==> config.mk <==
export PLATFORM = sky130hd
export DESIGN_NAME = dac_spi_tx_flat
export DESIGN_NICKNAME = d
export VERILOG_FILES = /design/src/rtl/dac_spi_tx_pkg.sv /design/src/rtl/dac_spi_tx_if.sv /design/src/rtl/dac_spi_tx_spi_clk_div.sv /design/src/rtl/dac_spi_tx.sv /design/src/flat_wrapper.sv
export SDC_FILE = /design/constraint.sdc
export NUM_CORES = 1
export LEC_CHECK = 0
export ABC_CLOCK_PERIOD_IN_PS = 1900
export BUFFER_PORTS_ARGS = -buffer_cell sky130_fd_sc_hd__buf_2
export CORE_AREA = 5 5 114 62
export DETAILED_ROUTE_END_ITERATION = 16
export DIE_AREA = 0 0 119 67
export HOLD_SLACK_MARGIN = 0.12
export PLACE_DENSITY = 0.67
export SLEW_MARGIN = 20
export SYNTH_ARGS = -nofsm -noshare
export SYNTH_HDL_FRONTEND = slang
export SYNTH_SLANG_ARGS = --single-unit
==> constraint.sdc <==
create_clock -name clk -period 1.9 [get_ports clk]
set_input_delay 0.38 -clock clk [delete_from_list [all_inputs] [get_ports clk]]
set_output_delay 0.38 -clock clk [all_outputs]
set_load 0.01 [all_outputs]
==> src/rtl/dac_spi_tx_pkg.sv <==
// ============================================================================
// Module      : dac_spi_tx_pkg
// Description : Shared DAC SPI frame constants, word field offsets and FSM
//               state encoding for dac_spi_tx and its upstream controller.
// Revision    : 1.0 - initial release
// ============================================================================
`default_nettype none

package dac_spi_tx_pkg;

    typedef enum logic [2:0] {
        ST_IDLE   = 3'd0,
        ST_SETUP  = 3'd1,
        ST_SCK_HI = 3'd2,
        ST_SCK_LO = 3'd3,
        ST_GAP    = 3'd4
    } dac_state_t;

    localparam int unsigned FRAME_BITS     = 32;
    localparam int unsigned PAD_BITS       = 4;
    localparam int unsigned WORD_BITS      = FRAME_BITS - PAD_BITS;
    localparam int unsigned BIT_CNT_BITS   = 6;
    localparam int unsigned PHASE_CNT_BITS = 8;

    // Field offsets inside the 28-bit command word
    localparam int unsigned CMD_LSB   = 24;
    localparam int unsigned CMD_BITS  = 4;
    localparam int unsigned ADDR_LSB  = 20;
    localparam int unsigned ADDR_BITS = 4;
    localparam int unsigned DATA_LSB  = 8;
    localparam int unsigned DATA_BITS = 12;
    localparam int unsigned CTL_LSB   = 0;
    localparam int unsigned CTL_BITS  = 8;

    function automatic logic [WORD_BITS-1:0] dac_word(
        input logic [CMD_BITS-1:0]  cmd,
        input logic [ADDR_BITS-1:0] addr,
        input logic [DATA_BITS-1:0] data,
        input logic [CTL_BITS-1:0]  ctl
    );
        return {cmd, addr, data, ctl};
    endfunction

endpackage

`default_nettype wire

==> src/rtl/dac_spi_tx_if.sv <==
// ============================================================================
// Module      : dac_spi_tx_if
// Description : Request/status and SPI pin bundle of dac_spi_tx; readback
//               signals exist only when DAC_SPI_READBACK_EN is defined.
// Revision    : 1.0 - initial release
// ============================================================================
`default_nettype none

interface dac_spi_tx_if;
    import dac_spi_tx_pkg::*;

    logic                 go_DAC;
    logic [WORD_BITS-1:0] DAC_in;
    logic                 trans;
    logic                 DAC_CS;
    logic                 SPI_SCK;
    logic                 SPI_MOSI;
`ifdef DAC_SPI_READBACK_EN
    logic                  SPI_MISO;
    logic [FRAME_BITS-1:0] rd_data;
    logic                  rd_valid;

    modport master (
        output go_DAC, DAC_in, SPI_MISO,
        input  trans, DAC_CS, SPI_SCK, SPI_MOSI, rd_data, rd_valid
    );
    modport slave (
        input  go_DAC, DAC_in, SPI_MISO,
        output trans, DAC_CS, SPI_SCK, SPI_MOSI, rd_data, rd_valid
    );
`else
    modport master (
        output go_DAC, DAC_in,
        input  trans, DAC_CS, SPI_SCK, SPI_MOSI
    );
    modport slave (
        input  go_DAC, DAC_in,
        output trans, DAC_CS, SPI_SCK, SPI_MOSI
    );
`endif

endinterface

`default_nettype wire

==> src/rtl/dac_spi_tx_spi_clk_div.sv <==
// ============================================================================
// Module      : spi_clk_div
// Description : Phase timer; strobes o_phase_end on the last of every
//               CLK_DIV cycles while enabled, held cleared otherwise.
// Revision    : 1.0 - initial release
// ============================================================================
`default_nettype none

module spi_clk_div
    import dac_spi_tx_pkg::*;
#(
    parameter int unsigned CLK_DIV = 2
) (
    input  wire logic clk,
    input  wire logic rst,
    input  wire logic i_en,
    output logic      o_phase_end
);

    localparam logic [PHASE_CNT_BITS-1:0] c_LAST = PHASE_CNT_BITS'(CLK_DIV - 1);

    logic [PHASE_CNT_BITS-1:0] r_cnt;

    assign o_phase_end = i_en && (r_cnt == c_LAST);

    always_ff @(posedge clk or posedge rst) begin
        if (rst) begin
            r_cnt <= '0;
        end else if (!i_en || o_phase_end) begin
            r_cnt <= '0;
        end else begin
            r_cnt <= r_cnt + 1'b1;
        end
    end

endmodule

`default_nettype wire

==> src/rtl/dac_spi_tx.sv <==
// ============================================================================
// Module      : dac_spi_tx
// Description : 32-bit SPI frame transmitter for a DAC (4 pad bits + 28-bit
//               word, MSB first). Optional MISO readback: DAC_SPI_READBACK_EN.
// Revision    : 1.0 - initial release
// ============================================================================
`default_nettype none

module dac_spi_tx
    import dac_spi_tx_pkg::*;
#(
    parameter int unsigned CLK_DIV = 2
) (
    input  wire logic   clk,
    input  wire logic   reset_Async,
    dac_spi_tx_if.slave bus
);

    localparam logic [BIT_CNT_BITS-1:0] c_LAST_BIT = BIT_CNT_BITS'(FRAME_BITS);

    dac_state_t              r_state;
    logic [FRAME_BITS-1:0]   r_shift;
    logic [BIT_CNT_BITS-1:0] r_bit_cnt;
    logic                    r_trans;
    logic                    r_cs;
    logic                    r_sck;
    logic                    r_mosi;
    logic                    w_phase_end;
    logic                    w_busy;
    logic [FRAME_BITS-1:0]   w_frame_in;
`ifdef DAC_SPI_READBACK_EN
    logic [FRAME_BITS-1:0]   r_rd_data;
    logic                    r_rd_valid;
`endif

    assign w_busy     = (r_state != ST_IDLE);
    assign w_frame_in = {{PAD_BITS{1'b0}}, bus.DAC_in};

    spi_clk_div #(
        .CLK_DIV (CLK_DIV)
    ) u_clk_div (
        .clk         (clk),
        .rst         (reset_Async),
        .i_en        (w_busy),
        .o_phase_end (w_phase_end)
    );

    always_ff @(posedge clk or posedge reset_Async) begin
        if (reset_Async) begin
            r_state   <= ST_IDLE;
            r_shift   <= '0;
            r_bit_cnt <= '0;
            r_trans   <= 1'b0;
            r_cs      <= 1'b1;
            r_sck     <= 1'b0;
            r_mosi    <= 1'b0;
`ifdef DAC_SPI_READBACK_EN
            r_rd_data  <= '0;
            r_rd_valid <= 1'b0;
`endif
        end else begin
`ifdef DAC_SPI_READBACK_EN
            r_rd_valid <= 1'b0;
`endif
            case (r_state)
                ST_IDLE: begin
                    if (bus.go_DAC) begin
                        r_shift   <= w_frame_in;
                        r_mosi    <= w_frame_in[FRAME_BITS-1];
                        r_bit_cnt <= '0;
                        r_trans   <= 1'b1;
                        r_cs      <= 1'b0;
                        r_state   <= ST_SETUP;
                    end
                end
                ST_SETUP: begin
                    if (w_phase_end) begin
                        r_sck   <= 1'b1;
                        r_state <= ST_SCK_HI;
`ifdef DAC_SPI_READBACK_EN
                        r_rd_data <= {r_rd_data[FRAME_BITS-2:0], bus.SPI_MISO};
`endif
                    end
                end
                ST_SCK_HI: begin
                    // Falling SCK: next bit goes out while SCK is low
                    if (w_phase_end) begin
                        r_sck     <= 1'b0;
                        r_shift   <= {r_shift[FRAME_BITS-2:0], 1'b0};
                        r_mosi    <= r_shift[FRAME_BITS-2];
                        r_bit_cnt <= r_bit_cnt + 1'b1;
                        r_state   <= ST_SCK_LO;
                    end
                end
                ST_SCK_LO: begin
                    if (w_phase_end) begin
                        if (r_bit_cnt == c_LAST_BIT) begin
                            r_cs    <= 1'b1;
                            r_mosi  <= 1'b0;
                            r_state <= ST_GAP;
`ifdef DAC_SPI_READBACK_EN
                            r_rd_valid <= 1'b1;
`endif
                        end else begin
                            r_sck   <= 1'b1;
                            r_state <= ST_SCK_HI;
`ifdef DAC_SPI_READBACK_EN
                            r_rd_data <= {r_rd_data[FRAME_BITS-2:0], bus.SPI_MISO};
`endif
                        end
                    end
                end
                ST_GAP: begin
                    if (w_phase_end) begin
                        r_trans   <= 1'b0;
                        r_bit_cnt <= '0;
                        r_state   <= ST_IDLE;
                    end
                end
                default: begin
                    r_state <= ST_IDLE;
                end
            endcase
        end
    end

    assign bus.trans    = r_trans;
    assign bus.DAC_CS   = r_cs;
    assign bus.SPI_SCK  = r_sck;
    assign bus.SPI_MOSI = r_mosi;
`ifdef DAC_SPI_READBACK_EN
    assign bus.rd_data  = r_rd_data;
    assign bus.rd_valid = r_rd_valid;
`endif

endmodule

`default_nettype wire

==> src/flat_wrapper.sv <==
// flat-port wrapper written by rule: the top's interface ports become plain ports
module dac_spi_tx_flat import dac_spi_tx_pkg::*;
#(
    parameter int unsigned CLK_DIV = 2
)
  (clk, reset_Async, bus_go_DAC, bus_DAC_in, bus_trans, bus_DAC_CS, bus_SPI_SCK, bus_SPI_MOSI);
  dac_spi_tx_if bus_i ();
  input  wire logic clk;
  input  wire logic reset_Async;
  input wire logic [$bits(bus_i.go_DAC)-1:0] bus_go_DAC;
  input wire logic [$bits(bus_i.DAC_in)-1:0] bus_DAC_in;
  output wire logic [$bits(bus_i.trans)-1:0] bus_trans;
  output wire logic [$bits(bus_i.DAC_CS)-1:0] bus_DAC_CS;
  output wire logic [$bits(bus_i.SPI_SCK)-1:0] bus_SPI_SCK;
  output wire logic [$bits(bus_i.SPI_MOSI)-1:0] bus_SPI_MOSI;
  assign bus_i.go_DAC = bus_go_DAC;
  assign bus_i.DAC_in = bus_DAC_in;
  assign bus_trans = bus_i.trans;
  assign bus_DAC_CS = bus_i.DAC_CS;
  assign bus_SPI_SCK = bus_i.SPI_SCK;
  assign bus_SPI_MOSI = bus_i.SPI_MOSI;
  dac_spi_tx #(.CLK_DIV(CLK_DIV)) u_core (.clk(clk), .reset_Async(reset_Async), .bus(bus_i));
endmodule
# == After elaboration in Yosys (flattened, before gate mapping) ==
# Index checks and enable logic that the tools add are counted.
# op_classes
shift,0
order_cmp,0
n_eq_ne,13
n_addsub,2
n_reduce_logical,18
muxes,30
div_mod_pow,0
bitwise,0
multipliers,0
# op_table
cell,n
$mux 31,2
$pmux 31 s2,1
$mux 3,6
$mux 6,3
$pmux 6 s3,1
$pmux 3 s5,1
$reduce_and 5->1,3
$ne 2x2->1 const B,6
$reduce_bool 3->1,4
$mux 1,11
$add 8x1->8 const B,1
$eq 8x1->1 const B,1
$mux 8,1
$reduce_and 4->1,2
$add 6x1->6 const B,1
$eq 3x2->1 const B,2
$eq 6x6->1 const B,1
$pmux 1 s3,2
$reduce_and 3->1,2
$reduce_bool 2->1,3
$pmux 1 s2,2
$eq 3x1->1 const B,1
$eq 3x3->1 const B,1
$logic_not 3->1,1
4 further kinds,4
# word_totals
input_bits,31
mem_bits_rw,0
latch_bits,0
reg_bits,52
mem_count,0
romBits,0
elab_cells,71

# == Depth between registers and ports, before layout ==
# Gate-level depths: netlist of the first run.
# depth
word_depth,4
ltp_mapped,7

# == Hierarchy ==
# A second synthesis of the first run with hierarchy kept.
# unflattened
hier_cells,257
hier_area_um2,2549.9
# by_module_without_submodules
mod,seq_area_each_um2,area_per_inst_um2,instances,cells_each
dac_spi_tx,1102.3,2144.6,1,216
spi_clk_div,200.2,405.4,1,41

# == Worst setup path after synthesis of the first run ==
# OpenSTA, ideal clock, no wires.
# synth_path
path_type,reg2reg
start,register u_core.u_clk_div.r_cnt[1]
end,register u_core.r_bit_cnt[5]
path_slack_ns,-0.256
setup_time_ns,0.124
period_less_slack_ns,2.156
n_path_buf,0
path_stages_with_launch,7
t_arrival_ns,2.032
cell_sequence,dfrtp_1 inv_1 ha_1 or4b_4 or3_4 a211o_1 a211o_1
# synth_via
elab_chain_len,4
word_cells_on_any_way,5
# synth_rtl
element,line_no,text
"start, declared",dac_spi_tx_spi_clk_div.sv:22,logic [PHASE_CNT_BITS-1:0] r_cnt;
"start signal, assigned",dac_spi_tx_spi_clk_div.sv:32,r_cnt <= r_cnt + 1'b1;
$eq 8x1->1 (*),dac_spi_tx_spi_clk_div.sv:24,assign o_phase_end = i_en && (r_cnt == c_LAST);
$logic_and 1x1->1 (*),dac_spi_tx_spi_clk_div.sv:24,
$ne 2x2->1 (no source line),--,
$reduce_and 4->1 (no source line) (*),--,
"end signal, assigned",dac_spi_tx.sv:91,r_bit_cnt <= r_bit_cnt + 1'b1;
"end, declared",dac_spi_tx.sv:23,logic [BIT_CNT_BITS-1:0] r_bit_cnt;
# Mark *: on every way between the ends. The rest lies on a longest branch, timed or not.
# A chain may end at the register's enable or synchronous reset.

# == Worst setup path in the final report of the first run ==
# Same ends and word-level chain as after synthesis.

==> run summary, run 1 <==
GRT
• initial antenna violation count: 0
• GR Overflow Total: 0
• pin count of the biggest net entering global routing: 53
• global-route wire length before repair: 9.98 mm
• GR Util All Layers: 15.9%
• via count of the first global-routing pass: 1,877

Die
• Die W: 119 um
• area of the die: 7970 sq um
• effective utilization at floorplan: 44.3%
• Core Rows: 20
• Die Y: 67 um
• io pins: 35
• area of the core: 5910 sq um

Synthesis
• average cell area after synthesis: 12.1 sq um
• number of different library cells in the post-synthesis netlist: 43
• Post-Synthesis Cells: 216
• post-synth top area cell: sky130_fd_sc_hd__dfrtp_1
• number of warnings reported in the yosys synthesis log: 0
• async set-reset flop share out of synthesis: 100%
• Mapped Area: 2620 sq um
• Seq cells post-synth: 52
• Primary FF master, synth: sky130_fd_sc_hd__dfrtp_1
• number of enable-type register cells in the synthesized netlist: 0
• proportion of netlist area held by the largest area contributor: 48.7%
• synth top area cells: sky130_fd_sc_hd__dfrtp_1 (49%), sky130_fd_sc_hd__mux2_2 (23%), sky130_fd_sc_hd__nand3_1 (2.7%)
• sequential cell area fraction in the yosys report: 49.7%
• net count of the mapped netlist: 251

CTS
• number of buffers created by CTS: 5
• clock latency on the worst-skew pair: 280 ps
• hold-fix buffer count after cts: 0
• Clock Tree Root: sky130_fd_sc_hd__clkbuf_16
• TritonCTS clock tree: done
• H-Tree Depth: 2
• worst-case clock buffer depth: 2
• number of clock sinks seen by CTS: 52
• Clock transition at path regs: 60 ps

Power and ir drop
• largest voltage drop on the vdd net: 0.418 mV
• portion of total power attributed to combinational logic: 4.6%
• PnR Total Power: 0.00204 W
• power density of the placed cells: 606 nW/um^2
• Leakage: 1.62 nW
• internal power: 0.00164 W
• sequential fraction of design power: 54.2%
• Clock Power Share: 41.2%
• net switching component of the power: 0.000406 W
• switching power share of the total: 19.9%

Timing
• unrepaired setup endpoints after global routing: true
• final critical-path setup slack: -210 ps
• final max-slew violation count: 0
• count of final setup violators: 38
• transition time at the pin with the least slew margin: 581 ps
• number of hold violations in the final report: 0
• Post-Route Skew: 3.38 ps
• relative max-transition margin: 61.2%
• shortest period the worst path allows: 2110 ps
• period utilization: 111%
• peak clock frequency supported by timing: 474 MHz

Placement
• PortBufs: 34
• pre-CTS setup slack: -254 ps
• instance area at placement: 3060 sq um
• Final HPWL DP: 3.89 mm
• placer's final routability congestion estimate: 0.954

Finish
• share of final-layout standard cells stronger than drive strength 1: 52.1%
• commonest cells after routing, fill and taps aside: sky130_fd_sc_hd__dfrtp_1 (51), sky130_fd_sc_hd__mux2_2 (50), sky130_fd_sc_hd__buf_2 (34)
• most frequent standard cell in the layout excluding fill and tap cells: sky130_fd_sc_hd__dfrtp_1
• area delta synth->final: 28.7%
• Post-Layout Inst Area: 3370 sq um
• final layout net count: 317
• diode count: 0

Route
• DRC violations left: 0
• via count: 1,897
• number of vias per cell after detailed routing: 5.28
• antenna-violating nets left: 0
• violation count after the first detailed-routing iteration: 150
• Routed Wire Length: 5.93 mm
• Pre-Repair DR Iteration Count: 4
• routed length per instance: 16.5 um

Worst setup path
• maximum fanout along the worst path: 3
• capturing element type of the critical path: flip-flop
• Setup crit start kind: flip-flop
• required time of the worst setup path: 2060 ps
• path type of the worst setup path: reg -> reg
• Arrival @ worst endpoint: 2270 ps

Worst hold path
• HP Class: in -> async

Status
• violated checks: setup timing
• outcome: finished with violations

Flow run
• count of maximum capacitance violations: 0

==> registers in the layout, indices dropped and copies added (netlist names) <==
signal and flops:
u_core.bus.DAC_CS 1, u_core.bus.SPI_MOSI 1, u_core.bus.trans 1, u_core.r_bit_cnt 6
u_core.r_shift 31, u_core.u_clk_div.r_cnt 8, u_core.bus.SPI_SCK 1, u_core.r_state 3
==> worst max-delay path, stage by stage, from the launching register on <==
cell and delay (ps):
sky130_fd_sc_hd__dfrtp_1 380, sky130_fd_sc_hd__inv_1 60, sky130_fd_sc_hd__ha_2 160, sky130_fd_sc_hd__or4b_4 480
sky130_fd_sc_hd__or3_4 350, sky130_fd_sc_hd__a211o_1 300, sky130_fd_sc_hd__a211o_1 270
==> synthesized netlist by cell type, types with 2 or more instances <==
cell                        n
sky130_fd_sc_hd__and3_1     3
sky130_fd_sc_hd__mux2_2    54
sky130_fd_sc_hd__inv_1      7
sky130_fd_sc_hd__nor3_1     5
sky130_fd_sc_hd__o31ai_1    3
sky130_fd_sc_hd__a22o_1     3
sky130_fd_sc_hd__or3_1      2
sky130_fd_sc_hd__dfrtp_1   51
sky130_fd_sc_hd__nand2_1    4
sky130_fd_sc_hd__nand3_1   14
sky130_fd_sc_hd__clkbuf_1   5
sky130_fd_sc_hd__a211o_1    3
sky130_fd_sc_hd__nor2_1    13
sky130_fd_sc_hd__o21ai_0    6
sky130_fd_sc_hd__a21oi_1    6
sky130_fd_sc_hd__xor2_1     5
sky130_fd_sc_hd__ha_1       4
sky130_fd_sc_hd__buf_6      3
==> metrics by stage <==
| step | hold slack, ps | std cells | utilization (%) | TNS, ps |
|---|---|---|---|---|
| after detailed placement | 445 | 343 | 51.8 | -8280 |
| final | 129 | 359 | 57.1 | -6020 |
| after global placement | 445 | 343 | 51.8 | -7560 |
| after global routing | 169 | 359 | 57.1 | -8410 |
| after floorplan | 462 | 216 | - | -3080 |
| after CTS | 151 | 357 | 56.7 | -4410 |
==> metal layers <==
layer / wire length [um] / track usage, % / vias up
met3: 379 / 3.99 / 4
met4: 14 / 1.73 / 0
met2: 2280 / 21.5 / 56
met1: 3250 / 25.6 / 910
met5: 0 / 0 / -
li1: - / - / 927
==> timing repair <==
action | CTS | global route
setup endpoints to repair | 39 | 41
gates resized for setup | 16 | 3
pin swaps | 2 | 3
gates cloned | 3 | 0
setup buffers | 4 | 2
==> worst paths after layout <==
path,from,to,slack [ps],cells after the start
worst max register to register,u_core.u_clk_div.r_cnt[1],u_core.r_bit_cnt[5],-210,6
max in group asynchronous,reset_Async,u_core.bus.DAC_CS,1500,3
worst min register to register,u_core.r_shift[17],u_core.r_shift[17],500,1
worst min-delay path,reset_Async,u_core.bus.trans,130,3
min in group clk,bus_DAC_in[0],u_core.r_shift[0],370,2
worst max-delay path,u_core.u_clk_div.r_cnt[1],u_core.r_bit_cnt[5],-210,6
==> cells by family after synthesis <==
group | synth area share [%]
XOR/XNOR | 2.01
buffers and inverters | 3.20
adder cells (fa/ha/maj) | 1.91
flip-flops | 49.7
multiplexers | 23.2
AND/OR/NAND/NOR | 11.6
AO/OA/AOI/OAI | 8.31
==> power groups by stage <==
stage	sequential (W)	combinational, W	clock [W]
2_1_floorplan	0.00113	0.0000428	0
3_3_place_gp	0.00113	0.0000927	0
3_5_place_dp	0.00113	0.0000921	0
4_1_cts	0.00111	0.0000964	0.000860
5_1_grt	0.00111	0.000108	0.000917
6_report	0.00111	0.0000936	0.000841
==> area by class of cell <==
type	instances	area [sq um]
well taps	77	96.3
clock inverters	1	5.00
fillers	499	2530
clock buffers	6	129
repair buffers	65	448
inverters	7	26.3
multi-input cells	151	1360
flip-flops and latches	52	1300
(Power assumes the default switching activity.)
==> run 2, diff against run 1 <==
SETUP_SLACK_MARGIN = 0.2   (was unset)
==> run 2 against run 1 <==
Compared with the run above:
- the flow still finishes with violations (setup timing)
- global-route usage decreased by 0.89 points
- routed wire length fell by 4.3%
- clock skew about the same
- sequential power about the same
- fmax up 1.5%
- non-clock buffer count is the same
- total power up 8.7%
- first-iteration DRC count shrank 53%
- sequential share of layout area is 0.14 points higher
- clock power grew 21%
- cell count down 0.56%
==> run summary, run 2 (same netlist as run 1, synthesis figures left out) <==
Status
• outcome: finished with violations
• violated checks: setup timing

Finish
• top register by number of flip-flops: u_core.r_shift
• final layout net count: 314, -0.95%
• most frequent standard cell in the layout excluding fill and tap cells: sky130_fd_sc_hd__mux2_2
• diode count: 0, unchanged
• final core utilization: 56.9%, -0.21 points
• largest registers in the final layout: u_core.r_shift (31), u_core.u_clk_div.r_cnt (8), u_core.r_bit_cnt (6)
• share of final-layout standard cells stronger than drive strength 1: 53.2%, +1.1 points
• Post-Layout Inst Area: 3360 sq um, -0.37%
• non-filler cells, final: 357, -0.56%
• number of flip-flops in the largest register: 31, unchanged
• area delta synth->final: 28.2%
• commonest cells after routing, fill and taps aside: sky130_fd_sc_hd__mux2_2 (54), sky130_fd_sc_hd__dfrtp_1 (51), sky130_fd_sc_hd__buf_2 (34)

Route
• Pre-Repair DR Iteration Count: 4, unchanged
• number of vias per cell after detailed routing: 5.34, +0.98%
• DRC violations left: 0, unchanged
• via count: 1,905, +0.42%
• Routed Wire Length: 5.67 mm, -4.3%
• violation count after the first detailed-routing iteration: 71, -53%
• antenna-violating nets left: 0, unchanged
• routed length per instance: 15.9 um, -3.8%

Die
• area of the die: 7970 sq um, unchanged
• io pins: 35, unchanged
• area of the core: 5910 sq um, unchanged
• Die W: 119 um, unchanged
• effective utilization at floorplan: 44.3%, unchanged
• Core Rows: 20, unchanged
• Die Y: 67 um, unchanged

CTS
• clock latency on the worst-skew pair: 290 ps, about the same
• H-Tree Depth: 2, unchanged
• number of buffers created by CTS: 5, unchanged
• worst-case clock buffer depth: 2, unchanged
• Clock Tree Root: sky130_fd_sc_hd__clkbuf_16
• TritonCTS clock tree: done
• number of clock sinks seen by CTS: 52, unchanged
• Clock transition at path regs: 70 ps, about the same

Worst setup path
• required time of the worst setup path: 2070 ps, about the same
• Setup crit start kind: flip-flop
• worst path cell trace: inv_1, ha_2, or4b_4, buf_4, nor3_4, a31oi_4, clkbuf_16, mux2_2
• standard cell with the maximum stage delay on the critical path: sky130_fd_sc_hd__or4b_4
• largest incremental delay on the critical path: 460 ps, -20 ps
• maximum fanout along the worst path: 15, +12
• endpoint of the worst register-to-register path: u_core.r_shift[2]
• path type of the worst setup path: reg -> reg
• capturing element type of the critical path: flip-flop
• Critical R2R Launch: u_core.u_clk_div.r_cnt[1]
• register-to-register path setup slack: -180 ps, +30 ps
• Arrival @ worst endpoint: 2250 ps, -20 ps
• cells on worst reg2reg path: 8, +2

Timing
• peak clock frequency supported by timing: 481 MHz, +1.5%
• relative max-transition margin: 71.9%, +11 points
• shortest period the worst path allows: 2080 ps, -30.7 ps
• final max-slew violation count: 0, unchanged
• period utilization: 109%, -1.6 points
• Post-Route Skew: 3.50 ps, +0.116 ps
• number of hold violations in the final report: 0, unchanged
• transition time at the pin with the least slew margin: 418 ps, -163 ps
• count of final setup violators: 37, -2.6%
• TNS Setup: -5410 ps, +613 ps
• final critical-path setup slack: -179 ps, +30.7 ps
• unrepaired setup endpoints after global routing: true

Worst hold path
• Hold Path Stages: 2
• HP Class: in -> reg
• Worst Hold Launch: bus_DAC_in[0]
• hold path endpoint: u_core.r_shift[0]

GRT
• pin count of the biggest net entering global routing: 38, -28%
• global-route wire length before repair: 9.46 mm, -5.2%
• via count of the first global-routing pass: 1,931, +2.9%
• GR Util All Layers: 15.0%, -0.89 points
• GR Overflow Total: 0, unchanged
• initial antenna violation count: 0, unchanged

Placement
• instance area at placement: 3060 sq um, +0.16%
• # placed instances: 342, -0.29%
• Final HPWL DP: 3.94 mm, +1.3%
• PortBufs: 34, unchanged
• placer's final routability congestion estimate: 0.864, -9.4%

Flow run
• count of maximum capacitance violations: 0, unchanged

Power and ir drop
• power density of the placed cells: 661 nW/um^2, +9.1%
• largest voltage drop on the vdd net: 0.364 mV, -13%
• PnR Total Power: 0.00222 W, +8.7%
• Leakage: 1.64 nW, +1.1%

## run 2: final cells by class
type	count	area (sq um)
clock inverter	3	42.5
fill	510	2550
inverter	7	26.3
tap	77	96.3
sequential	52	1300
clock buffer	5	125
timing repair buffer	65	460
multi-input combinational	148	1310
## run 2: worst max-delay path by stage
| stage | depth (start not counted) | end | slack (ps) | startpoint |
|---|---|---|---|---|
| 2_1_floorplan | 6 | u_core.r_bit_cnt[5] | -160 | u_core.u_clk_div.r_cnt[1] |
| 3_3_place_gp | 6 | u_core.r_bit_cnt[5] | -170 | u_core.u_clk_div.r_cnt[1] |
| 3_5_place_dp | 6 | u_core.r_bit_cnt[5] | -180 | u_core.u_clk_div.r_cnt[1] |
| 4_1_cts | 6 | u_core.r_bit_cnt[5] | -160 | u_core.u_clk_div.r_cnt[1] |
| 5_1_grt | 8 | u_core.r_shift[1] | -270 | u_core.u_clk_div.r_cnt[1] |
| 6_report | 8 | u_core.r_shift[2] | -180 | u_core.u_clk_div.r_cnt[1] |
## run 2: power by group
part / total [W] / switching, W / internal [W]
Combinational: 0.0000898 / 0.0000410 / 0.0000487
Sequential: 0.00111 / 0 / 0.00111
Clock: 0.00102 / 0.000403 / 0.000619
Total: 0.00222 / 0.000444 / 0.00177
## run 2: what timing repair did
action | in CTS | in global routing
cloned | 0 | 1
resized for setup | 12 | 4
endpoints found under the hold margin | 14 | 0
pin swaps | 5 | 4
setup buffers | 3 | 2
endpoints found under the setup margin | 49 | 52
hold buffers | 1 | 0
## run 2: stage by stage
stage	worst slack, ps	hold slack (ps)
floorplan	-164	462
global route	-267	376
CTS	-158	372
global placement	-166	374
finish	-179	371
detailed placement	-182	383
## run 2: critical path, delay by kind of cell, from the launching register on
kind	cells	cell delay (ps)
AO/OA/AOI/OAI	1	90
flip-flops	1	370
AND/OR/NAND/NOR	2	630
adder cells (fa/ha/maj)	1	160
buffers and inverters	3	440
multiplexers	1	270
## run 2: layer usage
metal	share of wire (%)	vias to the layer above	GRT usage, %
li1	-	921	-
met1	54	928	22.5
met2	40	47	21.1
met3	4.8	9	3.99
met4	1.1	0	4.18
met5	0	-	0
==> run 3, diff against run 2 <==
CELL_PAD_IN_SITES_DETAIL_PLACEMENT = 0   (was unset)
CELL_PAD_IN_SITES_GLOBAL_PLACEMENT = 1   (was unset)
CORE_AREA = 5 5 120 65   (was 5 5 114 62)
DIE_AREA = 0 0 125 70   (was 0 0 119 67)
PLACE_DENSITY = 0.73   (was 0.67)
==> run 3 against run 2 <==
Compared with the run above:
- the run still ends with setup timing left
- count of clock-buffer cells in the layout up 1
- largest cell class unchanged
- clock skew is 1.3 ps higher
- register-to-register slack lost 20 ps
- fmax down 0.72%
==> run summary, run 3 (same netlist as run 1, synthesis figures left out) <==
Status
• outcome: finished with violations
• violated checks: setup timing

Worst hold path
• Worst Hold Launch: bus_DAC_in[0]
• HP Class: in -> reg
• Hold Path Stages: 2, unchanged
• hold path endpoint: u_core.r_shift[0]

Finish
• largest registers in the final layout: u_core.r_shift (31), u_core.u_clk_div.r_cnt (8), u_core.r_bit_cnt (6)
• number of flip-flops in the largest register: 31, unchanged
• final layout net count: 319, +1.6%
• non-filler cells, final: 377, +5.6%
• most frequent standard cell in the layout excluding fill and tap cells: sky130_fd_sc_hd__mux2_2
• diode count: 0, unchanged
• share of final-layout standard cells stronger than drive strength 1: 53.7%, +0.47 points
• footprint of the flip-flops and latches: 1300 sq um, unchanged
• Post-Layout Inst Area: 3420 sq um, +1.9%
• number of fillers in the final layout: 576, +13%
• area delta synth->final: 30.7%
• final core utilization: 52.3%, -4.5 points
• total area of multi-input combinational cells: 1380 sq um, +5.6%
• commonest cells after routing, fill and taps aside: sky130_fd_sc_hd__mux2_2 (52), sky130_fd_sc_hd__dfrtp_1 (51), sky130_fd_sc_hd__buf_2 (34)
• top register by number of flip-flops: u_core.r_shift

Die
• Die W: 125 um, +5.0%
• effective utilization at floorplan: 40.0%, -4.3 points
• area of the die: 8750 sq um, +9.7%
• io pins: 35, unchanged
• Die Y: 70 um, +4.5%
• Core Rows: 21, +5.0%
• area of the core: 6540 sq um, +11%

Power and ir drop
• largest voltage drop on the vdd net: 0.317 mV, -13%
• power density of the placed cells: 614 nW/um^2, -7.1%
• Leakage: 1.63 nW, -0.47%
• PnR Total Power: 0.00210 W, -5.3%

Placement
• PortBufs: 34, unchanged
• pre-CTS setup slack: -284 ps, -102 ps
• Final HPWL DP: 3.86 mm, -2.0%
• # placed instances: 361, +5.6%
• placer's final routability congestion estimate: 0.834, -3.5%
• instance area at placement: 3090 sq um, +0.78%

Timing
• final critical-path setup slack: -194 ps, -15.1 ps
• Post-Route Skew: 4.85 ps, +1.35 ps
• count of final setup violators: 38, +2.7%
• unrepaired setup endpoints after global routing: true
• number of hold violations in the final report: 0, unchanged
• relative max-transition margin: 52.2%, -20 points
• shortest period the worst path allows: 2090 ps, +15.1 ps
• final max-slew violation count: 0, unchanged
• peak clock frequency supported by timing: 478 MHz, -0.72%
• period utilization: 110%, +0.80 points
• transition time at the pin with the least slew margin: 714 ps, +296 ps

Worst setup path
• Setup crit start kind: flip-flop
• Critical R2R Launch: u_core.u_clk_div.r_cnt[1]
• endpoint of the worst register-to-register path: u_core.r_bit_cnt[5]
• register-to-register path setup slack: -190 ps, -20 ps
• launch point of the worst path: u_core.u_clk_div.r_cnt[1]
• maximum fanout along the worst path: 3, -12
• capturing element type of the critical path: flip-flop
• cells on worst reg2reg path: 6, -2
• Arrival @ worst endpoint: 2260 ps, about the same
• required time of the worst setup path: 2070 ps, about the same
• path type of the worst setup path: reg -> reg

Flow run
• count of maximum capacitance violations: 0, unchanged

CTS
• Clock Tree Root: sky130_fd_sc_hd__clkbuf_16
• number of clock sinks seen by CTS: 52, unchanged
• Clock transition at path regs: 70 ps, about the same
• H-Tree Depth: 2, unchanged
• worst-case clock buffer depth: 2, unchanged
• clock latency on the worst-skew pair: 290 ps, about the same
• number of buffers created by CTS: 5, unchanged
• TritonCTS clock tree: done

GRT
• GR Util All Layers: 13.2%, -1.8 points
• global-route wire length before repair: 9.48 mm, +0.22%
• via count of the first global-routing pass: 1,920, -0.57%
• initial antenna violation count: 0, unchanged
• pin count of the biggest net entering global routing: 25, -34%
• GR Overflow Total: 0, unchanged

Route
• Pre-Repair DR Iteration Count: 4, unchanged
• routed length per instance: 15.3 um, -3.4%
• Routed Wire Length: 5.79 mm, +2.0%
• violation count after the first detailed-routing iteration: 57, -20%
• DRC violations left: 0, unchanged
• via count: 1,963, +3.0%
• number of vias per cell after detailed routing: 5.21, -2.4%
• antenna-violating nets left: 0, unchanged

==> run 3: cell count changes in the layout (fill, tap and decap cells not counted), moves of 2 or more <==
cell	delta
sky130_fd_sc_hd__a31oi_4	+3
sky130_fd_sc_hd__buf_6	+3
sky130_fd_sc_hd__a21oi_1	+2
sky130_fd_sc_hd__a21oi_2	-2
sky130_fd_sc_hd__mux2_2	-2
sky130_fd_sc_hd__mux2_4	+2
sky130_fd_sc_hd__nand3_1	-2
sky130_fd_sc_hd__nand3_2	+2
==> run 3: routing by layer <==
metal	wire length [um]	track usage (%)	vias to the layer above
met5	0	0	-
met4	19	3.13	0
met3	133	3.27	2
met2	2850	21.5	29
met1	2780	17.8	995
li1	-	-	937
==> run 3: how the worst max path moves through the flow <==
| stage | endpoint | depth (start not counted) | slack, ps |
|---|---|---|---|
| 6_report | u_core.r_bit_cnt[5] | 6 | -190 |
| 4_1_cts | u_core.r_shift[0] | 9 | -190 |
| 3_3_place_gp | u_core.r_shift[4] | 5 | -250 |
| 3_5_place_dp | u_core.r_shift[10] | 5 | -280 |
| 2_1_floorplan | u_core.r_bit_cnt[5] | 6 | -160 |
| 5_1_grt | u_core.r_bit_cnt[5] | 6 | -260 |
==> run 3: final cells by class <==
type,count,area share (%)
Multi-Input combinational cell,151,40.2
Sequential cell,52,38.0
Clock inverter,2,0.475
Inverter,7,0.768
Clock buffer,6,3.76
Timing Repair Buffer,67,13.3
Tap cell,92,3.36
==> run 3: timing repair <==
| item | 4_1_cts | 5_1_grt |
|---|---|---|
| hold endpoints to repair | 13 | 0 |
| gates cloned | 3 | 0 |
| setup buffers | 2 | 2 |
| gates resized for setup | 13 | 11 |
| setup endpoints to repair | 42 | 44 |
| pin swaps | 4 | 4 |
| hold buffers | 1 | 0 |
==> run 3: power breakdown <==
group,total (W),internal (W),switching [W]
Sequential,0.00111,0.00111,0
Combinational,0.0000922,0.0000490,0.0000432
Clock,0.000902,0.000492,0.000410
==> run 3: per-stage QoR <==
step	TNS (ps)	hold WS [ps]
6_report	-4160	347
5_1_grt	-6960	346
4_1_cts	-4520	346
3_5_place_dp	-8790	353
3_3_place_gp	-8070	349
2_1_floorplan	-3080	462
==> run 3: critical path: stages, from the launching register on <==
cell and delay, ps:
sky130_fd_sc_hd__dfrtp_1 380, sky130_fd_sc_hd__inv_1 60, sky130_fd_sc_hd__ha_2 150, sky130_fd_sc_hd__or4b_4 470, sky130_fd_sc_hd__or3_4 360, sky130_fd_sc_hd__a211o_1 300
sky130_fd_sc_hd__a211o_1 270
